**src/rtl/control_sequencer.sv**
```systemverilog
// Hardwired fetch/execute control unit for the datapath: Moore outputs decoded from the T-state and ir.
// Optional MEM_WAIT_EN adds a mem_ready input that stretches the memory-access states.
module control_sequencer #(
    parameter logic [4:0] INC_PC_CODE = 5'd14,
    parameter logic [4:0] ADD_CODE    = 5'd3
) (
    input  logic        clk,
    input  logic        clr,
`ifdef MEM_WAIT_EN
    input  logic        mem_ready,
`endif
    input  logic [31:0] ir,
    output logic [31:0] enable,
    output logic [31:0] busSelect,
    output logic        MD_Read,
    output logic        Gra,
    output logic        Grb,
    output logic        Grc,
    output logic        Rin,
    output logic        Rout,
    output logic        BAout,
    output logic        ReadRAM,
    output logic        WriteRAM,
    output logic [4:0]  Control_Signals,
    output logic        run,
    output logic [3:0]  o_dbg_state
);

    typedef enum logic [3:0] {
        S_RST, S_T0, S_T1, S_T2, S_T3, S_T4, S_T5, S_T6, S_T7, S_HALT
    } state_t;

    state_t     r_state;
    state_t     w_next;
    logic [4:0] w_op;
    logic       w_mem_ready;
    logic       w_is_rtype, w_is_imm, w_is_ldi, w_is_ld, w_is_st, w_is_jr, w_is_halt;
    logic       w_is_addr, w_is_mem;
    logic [4:0] w_imm_code;

`ifdef MEM_WAIT_EN
    assign w_mem_ready = mem_ready;
`else
    assign w_mem_ready = 1'b1;
`endif

    assign w_op       = ir[31:27];
    assign w_is_rtype = (w_op >= 5'd3) && (w_op <= 5'd11);
    assign w_is_imm   = (w_op >= 5'd12) && (w_op <= 5'd14);
    assign w_is_ld    = (w_op == 5'd0);
    assign w_is_ldi   = (w_op == 5'd1);
    assign w_is_st    = (w_op == 5'd2);
    assign w_is_jr    = (w_op == 5'd20);
    assign w_is_halt  = (w_op == 5'd27);
    assign w_is_mem   = w_is_ld | w_is_st;
    assign w_is_addr  = w_is_ld | w_is_ldi | w_is_st;

    always_comb begin
        case (w_op)
            5'd13:   w_imm_code = 5'd5;
            5'd14:   w_imm_code = 5'd6;
            default: w_imm_code = ADD_CODE;
        endcase
    end

    always_ff @(posedge clk or negedge clr) begin
        if (!clr) r_state <= S_RST;
        else      r_state <= w_next;
    end

    always_comb begin
        w_next          = r_state;
        enable          = '0;
        busSelect       = '0;
        MD_Read         = 1'b0;
        Gra             = 1'b0;
        Grb             = 1'b0;
        Grc             = 1'b0;
        Rin             = 1'b0;
        Rout            = 1'b0;
        BAout           = 1'b0;
        ReadRAM         = 1'b0;
        WriteRAM        = 1'b0;
        Control_Signals = '0;
        run             = 1'b0;
        case (r_state)
            S_RST: w_next = S_T0;
            S_T0: begin
                run = 1'b1; busSelect[20] = 1'b1; enable[25] = 1'b1; enable[18] = 1'b1;
                Control_Signals = INC_PC_CODE;
                w_next = S_T1;
            end
            S_T1: begin
                run = 1'b1; busSelect[19] = 1'b1; enable[20] = 1'b1; enable[21] = 1'b1;
                MD_Read = 1'b1; ReadRAM = 1'b1;
                if (w_mem_ready) w_next = S_T2;
            end
            S_T2: begin
                run = 1'b1; busSelect[21] = 1'b1; enable[24] = 1'b1;
                w_next = S_T3;
            end
            S_T3: begin
                run = 1'b1;
                if (w_is_rtype || w_is_imm) begin
                    Grb = 1'b1; Rout = 1'b1; enable[16] = 1'b1; w_next = S_T4;
                end else if (w_is_addr) begin
                    Grb = 1'b1; BAout = 1'b1; enable[16] = 1'b1; w_next = S_T4;
                end else if (w_is_jr) begin
                    Gra = 1'b1; Rout = 1'b1; enable[20] = 1'b1; w_next = S_T0;
                end else if (w_is_halt) begin
                    w_next = S_HALT;
                end else begin
                    w_next = S_T0;
                end
            end
            S_T4: begin
                run = 1'b1; enable[18] = 1'b1; w_next = S_T5;
                if (w_is_rtype) begin
                    Grc = 1'b1; Rout = 1'b1; Control_Signals = w_op;
                end else if (w_is_imm) begin
                    busSelect[23] = 1'b1; Control_Signals = w_imm_code;
                end else begin
                    busSelect[23] = 1'b1; Control_Signals = ADD_CODE;
                end
            end
            S_T5: begin
                run = 1'b1; busSelect[19] = 1'b1;
                if (w_is_mem) begin
                    enable[25] = 1'b1; w_next = S_T6;
                end else begin
                    Gra = 1'b1; Rin = 1'b1; w_next = S_T0;
                end
            end
            S_T6: begin
                run = 1'b1; enable[21] = 1'b1;
                if (w_is_st) begin
                    Gra = 1'b1; Rout = 1'b1; w_next = S_T7;
                end else begin
                    MD_Read = 1'b1; ReadRAM = 1'b1;
                    if (w_mem_ready) w_next = S_T7;
                end
            end
            S_T7: begin
                run = 1'b1;
                if (w_is_st) begin
                    WriteRAM = 1'b1;
                    if (w_mem_ready) w_next = S_T0;
                end else begin
                    busSelect[21] = 1'b1; Gra = 1'b1; Rin = 1'b1; w_next = S_T0;
                end
            end
            S_HALT: w_next = S_HALT;
            default: w_next = S_RST;
        endcase
        // The general-register bus driver is on whenever select-encode places a register on the bus.
        busSelect[0] = Rout | BAout;
    end

    assign o_dbg_state = r_state;

endmodule

```
**config.mk**
```make
export PLATFORM = sky130hd
export DESIGN_NAME = control_sequencer
export DESIGN_NICKNAME = d
export VERILOG_FILES = /design/src/rtl/control_sequencer.sv
export SDC_FILE = /design/constraint.sdc
export NUM_CORES = 1
export LEC_CHECK = 0
export CAP_MARGIN = 20
export CORE_ASPECT_RATIO = 1.2
export CORE_UTILIZATION = 32
export CTS_BUF_LIST = sky130_fd_sc_hd__clkbuf_2
export CTS_CLUSTER_SIZE = 30
export DETAILED_ROUTE_END_ITERATION = 10
export PLACE_DENSITY = 0.88
export SLEW_MARGIN = 20
export SYNTH_ARGS = -nofsm -noshare
export SYNTH_HDL_FRONTEND = slang
export SYNTH_SLANG_ARGS = --single-unit
```
**constraint.sdc**
```tcl
create_clock -name clk -period 4.1 [get_ports clk]
set_input_delay 1.025 -clock clk [delete_from_list [all_inputs] [get_ports clk]]
set_output_delay 1.025 -clock clk [all_outputs]
set_load 0.1 [all_outputs]
```
==> results of run 1 <==
layout by cell type (no fill, tap or decap), types with 2 or more instances in the layout:
cell type        synthesis  routed
clkdlybuf4s50_1          0       8
buf_12                   0      19
xnor2_1                  2       2
nor2b_1                  3       3
nand2b_1                 4       4
nor3_2                   1       4
nor4_1                   4       3
a31oi_1                  2       2
nand2_1                 12      12
or2_1                    2       2
conb_1                   1      54
and2_1                   2       2
a21oi_1                  6       5
nand3_1                  3       3
nor2_1                  16      16
clkbuf_2                 0       3
buf_4                   56       9
dfrtp_1                  4       4
o22ai_1                  2       2
worst max-delay path, stage by stage:
cell and delay [ns]:
clkdlybuf4s50_1 0.60, nor4_1 0.44, nand2_1 0.22, a32oi_2 0.24, o22ai_2 0.12, buf_12 0.20
cell families after synthesis:
family | synth area share, %
xor gates and xnor gates | 1.61
DFF | 9.19
AOI/OAI and AO/OA | 15.7
and+or+nand+nor | 29.4
other | 0.344
buffers and inverters | 43.7
worst max path at each step:
stage,slack (ns),cells after the start,to,from
after floorplan,-0.48,4,Control_Signals[1],o_dbg_state[0]
after CTS,0.21,6,Gra,ir[30]
after global placement,0.24,6,Gra,ir[30]
after global routing,0.11,6,Gra,ir[30]
final,0.23,6,Gra,ir[30]
after detailed placement,0.22,6,Gra,ir[30]
stage by stage:
step	hold slack, ns	cell area (sq um)	utilization (%)
final	0.788	1440	45.8
after global routing	0.812	1440	45.8
after CTS	0.780	1440	45.8
after detailed placement	0.769	1420	45.3
after global placement	0.727	1420	45.3
after floorplan	0.729	1320	-
metal layers:
| layer | vias to the layer above | global-route usage, % | share of wire [%] |
|---|---|---|---|
| li1 | 472 | - | - |
| met1 | 435 | 14.1 | 39 |
| met2 | 72 | 20.9 | 49 |
| met3 | 4 | 2.15 | 9.5 |
| met4 | 0 | 6.88 | 1.7 |
| met5 | - | 0 | 0 |
area by class of cell:
class                           count  area, sq um  share of cell area, %
Clock buffer                        3         15.0                   1.04
Tap cell                           36         45.0                   3.13
Inverter                            1         3.75                  0.261
Sequential cell                     4          100                   6.96
Timing Repair Buffer               36          528                   36.7
Multi-Input combinational cell    138          746                   51.9
==> impl_metrics.ini, run 1 <==
[setup_path]
reg2reg_depth = 3
cp_max_fo = 11
cp-end-kind = output pin
r2r_setup_slack_ns = 2.43
cp.arrival_ns = 2.85
cp.required_ns = 3.07
cp-start-kind = primary input
r2r-start = o_dbg_state[0]
reg2reg_to = o_dbg_state[3]
criticalPathCategory = primary input to output pin

[die]
die_w_um = 55.3
num_rows = 22
coreArea_sq_um = 3140
dieHeight_um = 65.9
initial_core_util_pct = 34.7
io_pins = 117
die_area_sq_um = 3640

[timing]
maxSlewViolCount = 0
tightestPinTransition_ns = 0.964
min_period_ns = 3.87
slew_headroom_pct = 35.6
fmax_ghz = 0.258
clock_skew_ns = 0.00223
setup-tns-final_ns = 0
finalHoldViolCount = 0
layout_setup_ws_ns = 0.225
rsz0062_at_grt = false
setup_viol = 0
period_share_pct = 94.5

[clock_tree]
postCtsSetupBuffers = 0
numCtsBuffers = 3
cts_max_level = 1
root_buffer = clkbuf_2
clk_pin_slew_worst_paths_ns = 0.05
clock_path_buffers = 2
clock_latency_ns = 0.21
clock_sinks = 4
cts_tree = built
hold_buffers = 0
cts_resized = 0

[worst_hold_path]
min_from = o_dbg_state[3]
hp-class = flip-flop to flip-flop
whs_endpoint = o_dbg_state[1]
holdPathStages = 1

[cells_and_area]
syn2layout_area_growth_pct = 31.9
drive_gt1_share_pct = 24.2
fillers = 319
final_cells = 218
largest_register_ffs = 4
num_antenna_cells = 0
nets = 218

[synth]
synth_cells = 156
synthTopCellsByArea = buf_4 (39%), dfrtp_1 (9.2%), nor2_1 (5.5%)
synth_seq_area_share_pct = 9.18
ys_seq_elements = 4
synth_warnings = 0
yosysUniqueCellTypes = 43
synth-edff-count = 0
yosysTopAreaCellShare_pct = 38.6
syn_avg_cell_area_sq_um = 6.99
synth_flop_cell = dfrtp_1
syn-cell-area_sq_um = 1090
yosys.area.top_type = buf_4
synth.most_common_cell = buf_4
synth_common_cells = buf_4 (56), nor2_1 (16), nand2_1 (12), a21oi_1 (6), buf_2 (6)
async_reset_ff_share_pct = 100

[place]
dp_worst_setup_slack_ns = 0.216
numPortBuffers = 35
place_inst = 215
hpwl_um = 1840
routabilityCongestion = 0.897

[drt]
via_count = 983
drtIter0Drc = 15
wire_per_inst_um = 10.5
viasPerCell = 4.51
firstDrtPassIters = 4
ant_nets = 0
drc_errors = 0
wl_um = 2300

[global_routing]
grt_pass1_wl_um = 3620
grt_max_degree = 19
grt.total_usage_pct = 12.1
grt-ovfl-total = 0
grt_antenna_before_repair = 0
grt_pass1_vias = 832

[job]
drv_cap = 0

[outcome]
status = complete, no violations
Power of run 1 is left out: the tool's default activity adds up to more than one toggle a clock period on the data nets, which glitch-free logic cannot reach.
==> inputs of run 2 (changes only) <==
--- a/config.mk
+++ b/config.mk
@@ -12,7 +12,7 @@
 export CTS_CLUSTER_SIZE = 30
 export DETAILED_ROUTE_END_ITERATION = 10
 export PLACE_DENSITY = 0.88
-export SLEW_MARGIN = 20
+export SKIP_CTS_REPAIR_TIMING = 1
 export SYNTH_ARGS = -nofsm -noshare
 export SYNTH_HDL_FRONTEND = slang
 export SYNTH_SLANG_ARGS = --single-unit
==> results of run 2 <==
Final layout, timing and power as in run 1 (identical DEF).
Power of run 2 is left out for the same reason.
==> inputs of run 3 (changes only) <==
--- a/config.mk
+++ b/config.mk
@@ -9,6 +9,7 @@
 export CORE_ASPECT_RATIO = 1.2
 export CORE_UTILIZATION = 32
 export CTS_BUF_LIST = sky130_fd_sc_hd__clkbuf_2
+export CTS_CLUSTER_DIAMETER = 100
 export CTS_CLUSTER_SIZE = 30
 export DETAILED_ROUTE_END_ITERATION = 10
 export PLACE_DENSITY = 0.88
==> results of run 3 <==
Final layout, timing and power as in run 1 (identical DEF).
Power of run 3 is left out for the same reason.
